`src/rtl/sram_arbiter_if.sv`:
```
// Bundle of the MMU-side request/response signals and the external SRAM pins.
// The arbiter takes the slave view; the environment (MMU, pads) takes the master view.
interface sram_arbiter_if;
   logic        inst_req;
   logic [19:0] inst_addr;
   logic [3:0]  data_op;
   logic [19:0] data_addr;
   logic [1:0]  data_bytes;
   logic [31:0] data_wdata;
   logic [31:0] inst_rdata;
   logic        inst_done;
   logic [31:0] data_rdata;
   logic        data_done;
   logic        stall;
   logic [19:0] sram_addr;
   logic [31:0] sram_wdata;
   logic        sram_data_oe;
   logic [31:0] sram_rdata;
   logic        sram_ce_n;
   logic        sram_oe_n;
   logic        sram_we_n;
   logic [3:0]  sram_be_n;

   modport slave (
      input  inst_req, inst_addr, data_op, data_addr, data_bytes, data_wdata, sram_rdata,
      output inst_rdata, inst_done, data_rdata, data_done, stall,
             sram_addr, sram_wdata, sram_data_oe, sram_ce_n, sram_oe_n, sram_we_n, sram_be_n
   );

   modport master (
      output inst_req, inst_addr, data_op, data_addr, data_bytes, data_wdata, sram_rdata,
      input  inst_rdata, inst_done, data_rdata, data_done, stall,
             sram_addr, sram_wdata, sram_data_oe, sram_ce_n, sram_oe_n, sram_we_n, sram_be_n
   );
endinterface

```
`src/rtl/sram_arbiter.sv`:
```
// Round-robin fetch/data arbiter and strobe sequencer for a single-port 32-bit SRAM.
// Every SRAM-facing output is registered; only stall is combinational.
module sram_arbiter #(
   parameter int WAIT_CYCLES = 1
) (
   input  logic          clk,
   input  logic          rst,
   sram_arbiter_if.slave bus
);
   localparam logic [3:0] MEM_LB  = 4'd1;
   localparam logic [3:0] MEM_LH  = 4'd2;
   localparam logic [3:0] MEM_LW  = 4'd3;
   localparam logic [3:0] MEM_LBU = 4'd4;
   localparam logic [3:0] MEM_LHU = 4'd5;
   localparam logic [3:0] MEM_SB  = 4'd6;
   localparam logic [3:0] MEM_SH  = 4'd7;
   localparam logic [3:0] MEM_SW  = 4'd8;
   localparam logic [2:0] CNT_LAST = 3'(WAIT_CYCLES);

   typedef enum logic [2:0] {IDLE, INST_RD, DATA_RD, DATA_WR, WR_HOLD} state_t;

   state_t      state_reg, state_next;
   logic [2:0]  cnt_reg, cnt_next;
   logic        last_data_reg, last_data_next;
   logic [19:0] addr_reg, addr_next;
   logic [31:0] wdata_reg, wdata_next;
   logic        ce_n_reg, ce_n_next;
   logic        oe_n_reg, oe_n_next;
   logic        we_n_reg, we_n_next;
   logic [3:0]  be_n_reg, be_n_next;
   logic        data_oe_reg, data_oe_next;
   logic [31:0] inst_rdata_reg, inst_rdata_next;
   logic [31:0] data_rdata_reg, data_rdata_next;
   logic        inst_done_reg, inst_done_next;
   logic        data_done_reg, data_done_next;

   logic        is_load, is_store, data_pending;
   logic [3:0]  sb_be_n;

   assign is_load      = bus.data_op inside {MEM_LW, MEM_LB, MEM_LBU, MEM_LH, MEM_LHU};
   assign is_store     = bus.data_op inside {MEM_SW, MEM_SH, MEM_SB};
   assign data_pending = is_load | is_store;

   // Byte store: every lane disabled except the one selected by the byte offset.
   generate
      for (genvar gi = 0; gi < 4; gi++) begin : g_sb_be
         assign sb_be_n[gi] = (bus.data_bytes != 2'(gi));
      end
   endgenerate

   always_ff @(posedge clk) begin
      if (rst) begin
         state_reg      <= IDLE;
         cnt_reg        <= 3'd0;
         last_data_reg  <= 1'b0;
         addr_reg       <= 20'd0;
         wdata_reg      <= 32'd0;
         ce_n_reg       <= 1'b1;
         oe_n_reg       <= 1'b1;
         we_n_reg       <= 1'b1;
         be_n_reg       <= 4'hF;
         data_oe_reg    <= 1'b0;
         inst_rdata_reg <= 32'd0;
         data_rdata_reg <= 32'd0;
         inst_done_reg  <= 1'b0;
         data_done_reg  <= 1'b0;
      end else begin
         state_reg      <= state_next;
         cnt_reg        <= cnt_next;
         last_data_reg  <= last_data_next;
         addr_reg       <= addr_next;
         wdata_reg      <= wdata_next;
         ce_n_reg       <= ce_n_next;
         oe_n_reg       <= oe_n_next;
         we_n_reg       <= we_n_next;
         be_n_reg       <= be_n_next;
         data_oe_reg    <= data_oe_next;
         inst_rdata_reg <= inst_rdata_next;
         data_rdata_reg <= data_rdata_next;
         inst_done_reg  <= inst_done_next;
         data_done_reg  <= data_done_next;
      end
   end

   always_comb begin
      state_next      = state_reg;
      cnt_next        = cnt_reg;
      last_data_next  = last_data_reg;
      addr_next       = addr_reg;
      wdata_next      = wdata_reg;
      ce_n_next       = ce_n_reg;
      oe_n_next       = oe_n_reg;
      we_n_next       = we_n_reg;
      be_n_next       = be_n_reg;
      data_oe_next    = data_oe_reg;
      inst_rdata_next = inst_rdata_reg;
      data_rdata_next = data_rdata_reg;
      inst_done_next  = 1'b0;
      data_done_next  = 1'b0;

      case (state_reg)
         IDLE: begin
            // A done pulse means the pipeline is still advancing; granting now would re-serve it.
            if (!inst_done_reg && !data_done_reg) begin
               if (data_pending && (!bus.inst_req || !last_data_reg)) begin
                  last_data_next = 1'b1;
                  cnt_next       = 3'd0;
                  addr_next      = bus.data_addr;
                  ce_n_next      = 1'b0;
                  if (is_load) begin
                     state_next = DATA_RD;
                     oe_n_next  = 1'b0;
                     be_n_next  = 4'h0;
                  end else begin
                     state_next   = DATA_WR;
                     we_n_next    = 1'b0;
                     data_oe_next = 1'b1;
                     if (bus.data_op == MEM_SH) begin
                        be_n_next  = bus.data_bytes[1] ? 4'b0011 : 4'b1100;
                        wdata_next = {2{bus.data_wdata[15:0]}};
                     end else if (bus.data_op == MEM_SB) begin
                        be_n_next  = sb_be_n;
                        wdata_next = {4{bus.data_wdata[7:0]}};
                     end else begin
                        be_n_next  = 4'h0;
                        wdata_next = bus.data_wdata;
                     end
                  end
               end else if (bus.inst_req) begin
                  last_data_next = 1'b0;
                  cnt_next       = 3'd0;
                  addr_next      = bus.inst_addr;
                  state_next     = INST_RD;
                  ce_n_next      = 1'b0;
                  oe_n_next      = 1'b0;
                  be_n_next      = 4'h0;
               end
            end
         end
         INST_RD, DATA_RD: begin
            if (cnt_reg == CNT_LAST) begin
               state_next = IDLE;
               ce_n_next  = 1'b1;
               oe_n_next  = 1'b1;
               be_n_next  = 4'hF;
               if (state_reg == INST_RD) begin
                  inst_rdata_next = bus.sram_rdata;
                  inst_done_next  = 1'b1;
               end else begin
                  data_rdata_next = bus.sram_rdata;
                  data_done_next  = 1'b1;
               end
            end else begin
               cnt_next = cnt_reg + 3'd1;
            end
         end
         DATA_WR: begin
            if (cnt_reg == CNT_LAST) begin
               state_next = WR_HOLD;
               we_n_next  = 1'b1;
            end else begin
               cnt_next = cnt_reg + 3'd1;
            end
         end
         WR_HOLD: begin
            state_next     = IDLE;
            data_done_next = 1'b1;
            ce_n_next      = 1'b1;
            be_n_next      = 4'hF;
            data_oe_next   = 1'b0;
         end
         default: state_next = IDLE;
      endcase
   end

   assign bus.sram_addr    = addr_reg;
   assign bus.sram_wdata   = wdata_reg;
   assign bus.sram_ce_n    = ce_n_reg;
   assign bus.sram_oe_n    = oe_n_reg;
   assign bus.sram_we_n    = we_n_reg;
   assign bus.sram_be_n    = be_n_reg;
   assign bus.sram_data_oe = data_oe_reg;
   assign bus.inst_rdata   = inst_rdata_reg;
   assign bus.data_rdata   = data_rdata_reg;
   assign bus.inst_done    = inst_done_reg;
   assign bus.data_done    = data_done_reg;
   assign bus.stall        = (data_pending & ~data_done_reg) | (bus.inst_req & ~inst_done_reg);
endmodule

```
`src/flat_wrapper.sv`:
```
// flat-port wrapper written by rule: the top's interface ports become plain ports
module sram_arbiter_flat 
#(
   parameter int WAIT_CYCLES = 1
)
  (clk, rst, bus_inst_req, bus_inst_addr, bus_data_op, bus_data_addr, bus_data_bytes, bus_data_wdata, bus_sram_rdata, bus_inst_rdata, bus_inst_done, bus_data_rdata, bus_data_done, bus_stall, bus_sram_addr, bus_sram_wdata, bus_sram_data_oe, bus_sram_ce_n, bus_sram_oe_n, bus_sram_we_n, bus_sram_be_n);
  sram_arbiter_if bus_i ();
  input  logic clk;
  input  logic rst;
  input wire logic [$bits(bus_i.inst_req)-1:0] bus_inst_req;
  input wire logic [$bits(bus_i.inst_addr)-1:0] bus_inst_addr;
  input wire logic [$bits(bus_i.data_op)-1:0] bus_data_op;
  input wire logic [$bits(bus_i.data_addr)-1:0] bus_data_addr;
  input wire logic [$bits(bus_i.data_bytes)-1:0] bus_data_bytes;
  input wire logic [$bits(bus_i.data_wdata)-1:0] bus_data_wdata;
  input wire logic [$bits(bus_i.sram_rdata)-1:0] bus_sram_rdata;
  output wire logic [$bits(bus_i.inst_rdata)-1:0] bus_inst_rdata;
  output wire logic [$bits(bus_i.inst_done)-1:0] bus_inst_done;
  output wire logic [$bits(bus_i.data_rdata)-1:0] bus_data_rdata;
  output wire logic [$bits(bus_i.data_done)-1:0] bus_data_done;
  output wire logic [$bits(bus_i.stall)-1:0] bus_stall;
  output wire logic [$bits(bus_i.sram_addr)-1:0] bus_sram_addr;
  output wire logic [$bits(bus_i.sram_wdata)-1:0] bus_sram_wdata;
  output wire logic [$bits(bus_i.sram_data_oe)-1:0] bus_sram_data_oe;
  output wire logic [$bits(bus_i.sram_ce_n)-1:0] bus_sram_ce_n;
  output wire logic [$bits(bus_i.sram_oe_n)-1:0] bus_sram_oe_n;
  output wire logic [$bits(bus_i.sram_we_n)-1:0] bus_sram_we_n;
  output wire logic [$bits(bus_i.sram_be_n)-1:0] bus_sram_be_n;
  assign bus_i.inst_req = bus_inst_req;
  assign bus_i.inst_addr = bus_inst_addr;
  assign bus_i.data_op = bus_data_op;
  assign bus_i.data_addr = bus_data_addr;
  assign bus_i.data_bytes = bus_data_bytes;
  assign bus_i.data_wdata = bus_data_wdata;
  assign bus_i.sram_rdata = bus_sram_rdata;
  assign bus_inst_rdata = bus_i.inst_rdata;
  assign bus_inst_done = bus_i.inst_done;
  assign bus_data_rdata = bus_i.data_rdata;
  assign bus_data_done = bus_i.data_done;
  assign bus_stall = bus_i.stall;
  assign bus_sram_addr = bus_i.sram_addr;
  assign bus_sram_wdata = bus_i.sram_wdata;
  assign bus_sram_data_oe = bus_i.sram_data_oe;
  assign bus_sram_ce_n = bus_i.sram_ce_n;
  assign bus_sram_oe_n = bus_i.sram_oe_n;
  assign bus_sram_we_n = bus_i.sram_we_n;
  assign bus_sram_be_n = bus_i.sram_be_n;
  sram_arbiter #(.WAIT_CYCLES(WAIT_CYCLES)) u_core (.clk(clk), .rst(rst), .bus(bus_i));
endmodule
```
`config.mk`:
```
export PLATFORM = sky130hd
export DESIGN_NAME = sram_arbiter_flat
export DESIGN_NICKNAME = d
export VERILOG_FILES = /design/src/rtl/sram_arbiter_if.sv /design/src/rtl/sram_arbiter.sv /design/src/flat_wrapper.sv
export SDC_FILE = /design/constraint.sdc
export NUM_CORES = 1
export LEC_CHECK = 0
export CORE_MARGIN = 5
export CORE_UTILIZATION = 38
export CTS_CLUSTER_SIZE = 40
export DETAILED_ROUTE_END_ITERATION = 8
export PLACE_DENSITY = 0.77
export SLEW_MARGIN = 10
export SYNTH_ARGS = -nofsm -noshare
export SYNTH_HDL_FRONTEND = slang
export SYNTH_SLANG_ARGS = --single-unit
```
`constraint.sdc`:
```
create_clock -name clk -period 2.4 [get_ports clk]
set_clock_uncertainty 0.2 [all_clocks]
set_input_delay 0.6 -clock clk [delete_from_list [all_inputs] [get_ports clk]]
set_output_delay 0.6 -clock clk [all_outputs]
set_load 0.05 [all_outputs]
```
==> summary.md <==
| Metric | Value |
|---|---|
| Status | `complete, but fails checks` |
| Failing checks | `setup timing` |
| Crit path cell chain | `buf_2 > or4_4 > nand3b_1 > o21ai_2 > buf_12` |
| Sink Count | `133` |
| Synthesized flop and latch total | `133` |
| 1st-iter DRT viols | `439` |
| H-Tree Depth | `4` |
| Final net count | `1009` |
| Core region area | `13900 sq um` |
| WP data arrival | `1620 ps` |
| Syn_nets | `777` |
| Congestion Overflow GR | `0` |
| Design Power | `6.96 mW` |
| Final Cycle Share | `101%` |
| Total iterations of the first detailed-routing run | `4` |
| Leakage power | `4.34 nW` |
| Max_cap viols | `0` |
| Post-synth top flop | `dfxtp_1` |
| Unrepaired setup endpoints after global routing | `true` |
| Endpoints failing setup | `1` |
| Final min period | `2420 ps` |
| Diodes inserted | `0` |
| Worst setup EP type | `output port` |
| Vias after detailed routing | `5566` |
| Slowest CP cell | `or4_4` |
| Total track usage | `20.2%` |
| Worst hold path type | `reg2reg` |
| Via density | `5.13` |
| CP required | `1600 ps` |
| Seq/Total Area, Yosys | `49.2%` |
| Cells after Synth | `662` |
| Cell taking the most area after synthesis | `dfxtp_1` |
| Die area | `16700 sq um` |
| Yosys warns | `0` |
| Post-synthesis cell type count | `42` |
| Launching element type of the critical path | `input port` |
| DR DRC count | `0` |
| Setup ws final | `-17.0 ps` |
| Row count | `43` |
| Syn avg cell area | `8.18 sq um` |
| Total CTS buffers | `17` |
| Buffers added on ports | `239` |
| CTS Root Cell | `clkbuf_16` |
| Filler Cells Inserted | `1165` |
| Fmax | `414 MHz` |
| VDD IR max | `0.547 mV` |
| TritonCTS clock tree | `done` |
| Final WL | `17.4 mm` |
| Placed inst area | `8120 sq um` |
| Synth area leaders | `dfxtp_1 (49%), nand2_1 (13%), a21oi_1 (10%), mux2i_1 (5.9%), clkbuf_1 (3.2%)` |
| Mapped Area | `5420 sq um` |
| Antenna viol nets, final | `0` |
| Worst skew pair latency | `410 ps` |
| Area grow syn2layout | `63.9%` |
| Most frequent cell after synthesis | `nand2_1` |
| Die X | `129 um` |
| I/O pin cnt | `240` |
| Design area | `8880 sq um` |
| Max_slew headroom | `54.3%` |
| GP Congestion | `0.879` |
| First-pass GRT wire length | `26.6 mm` |
| Die Ht | `129 um` |
| Cts hold-fix bufs | `0` |
| Delay-heaviest family, CP | `simple AND/OR/NAND/NOR gates` |
| Fraction of registers with async set/reset | `0%` |
| Fin. Hold Viols | `0` |
| Final Max Slew Viols | `0` |
| Layout cells sized above 1 | `9.38%` |
| Post-synth EDFFs | `0` |
| Largest net degree at the start of global routing | `85` |
| Worst Setup Path Type | `in2out` |
| CTS clk-pin slew, worst paths | `60 ps` |
| Initial antenna violation count | `0` |
| Final HPWL DP | `12.2 mm` |
| Worst-case clock buffer depth | `2` |
| Area share of the largest cell type after synthesis | `49.2%` |
| Crit-path max cell delay | `530 ps` |
| Initial Util | `38.9%` |
| Synth top cells by count | `nand2_1 (190), dfxtp_1 (133), a21oi_1 (113)` |
| Per-cell routed wire length | `16.0 um` |
| Vias in the first global route | `5290` |
| Crit-path max FO | `7` |
| Buf+Inv Stages, Crit Path | `2` |
| Worst-Margin Slew | `685 ps` |
| P per Cell Area | `783 nW/um^2` |
[metal layers]
layer  global-route usage [%]  vias to the layer above  wire length, um
met5                        0                        -                0
met4                     7.35                        0              315
met3                     8.33                       24             1770
met2                     33.7                      210             8320
met1                     23.2                     2582             6980
li1                         -                     2750                -
[cell type report]
cell class,instances,area [sq um],area share [%]
clock buffer,20,467,5.26
inverter,6,22.5,0.254
multi-input combinational,468,2530,28.5
timing repair buffer,268,2850,32.1
sequential,133,2660,30.0
clock inverter,11,126,1.42
tap,180,225,2.54
[cell usage in the layout (no fill, tap or decap), types with 2 or more instances in the layout]
| cell | netlist | layout |
|---|---|---|
| buf_2 | 6 | 2 |
| buf_12 | 0 | 8 |
| or3_1 | 2 | 2 |
| dlymetal6s2s_1 | 0 | 69 |
| a21oi_1 | 113 | 113 |
| clkbuf_8 | 0 | 3 |
| clkinvlp_4 | 0 | 4 |
| nand2_1 | 190 | 190 |
| nand3_1 | 3 | 3 |
| o21ai_0 | 13 | 12 |
| clkbuf_16 | 0 | 17 |
| nand2b_1 | 4 | 4 |
| ha_1 | 2 | 2 |
| a211o_1 | 3 | 3 |
| mux2i_1 | 32 | 32 |
| or3b_2 | 3 | 3 |
| a211oi_1 | 21 | 21 |
| or2_2 | 4 | 4 |
| dlygate4sd2_1 | 0 | 10 |
| o211ai_1 | 9 | 9 |
| inv_1 | 6 | 6 |
| dfxtp_1 | 133 | 133 |
| clkinv_4 | 0 | 2 |
| nor2_1 | 30 | 29 |
| nand3b_1 | 2 | 2 |
| a311oi_1 | 16 | 16 |
| bufinv_16 | 0 | 2 |
| a221o_1 | 2 | 2 |
| clkdlybuf4s50_1 | 0 | 150 |
| clkinv_2 | 0 | 2 |
| buf_4 | 2 | 27 |
[worst paths after layout]
check,from,endpoint,slack (ps),cells past startpoint
hold reg to reg,u_core.bus.data_rdata[13],u_core.bus.data_rdata[13],250,2
setup / recovery,bus_data_op[1],bus_stall,-20,5
setup reg to reg,u_core.cnt_reg[1],u_core.bus.inst_rdata[4],120,7
hold / removal,u_core.bus.data_rdata[13],u_core.bus.data_rdata[13],250,2
[worst reg2reg max path, delay by kind of cell (launching register included)]
family          cells  cell delay [ps]
compound gates      1               70
flops               1              310
fa+ha+maj           1              200
simple gates        3             1100
buf+inv             2              260
[through the flow]
step                      TNS (ps)  hold WS [ps]  utilization (%)  setup WS [ps]  std cells
final                        -17.0           249             63.7          -17.0       1086
after global routing         -40.8           267             63.7          -40.8       1086
after CTS                    -44.7           253             62.5          -44.7       1086
after detailed placement    -30300           245             58.3           -616       1054
after global placement      -28260           241             58.3           -547       1054
after floorplan                  0           262                -           26.2        662
[logic make-up after synthesis]
| group | synth area share [%] |
|---|---|
| AO/OA/AOI/OAI | 21.0 |
| XOR/XNOR | 0.162 |
| adder cells (fa/ha/maj) | 0.462 |
| buffers and inverters | 4.50 |
| flip-flops | 49.2 |
| multiplexers | 5.91 |
| AND/OR/NAND/NOR | 18.8 |
[where the power goes]
part	switching, mW	internal [mW]	total, mW	leakage, nW
clock	0.964	1.61	2.57	0.281
sequential	0.0959	2.39	2.49	1.08
combinational	1.17	0.728	1.89	2.98
total	2.23	4.73	6.96	4.34
[repair_timing]
item,in CTS,in global routing
setup buffers,1,1
resized for setup,27,70
endpoints found under the setup margin,45,70
pin swaps,2,3
No activity file was read; power rests on OpenSTA's default activity.
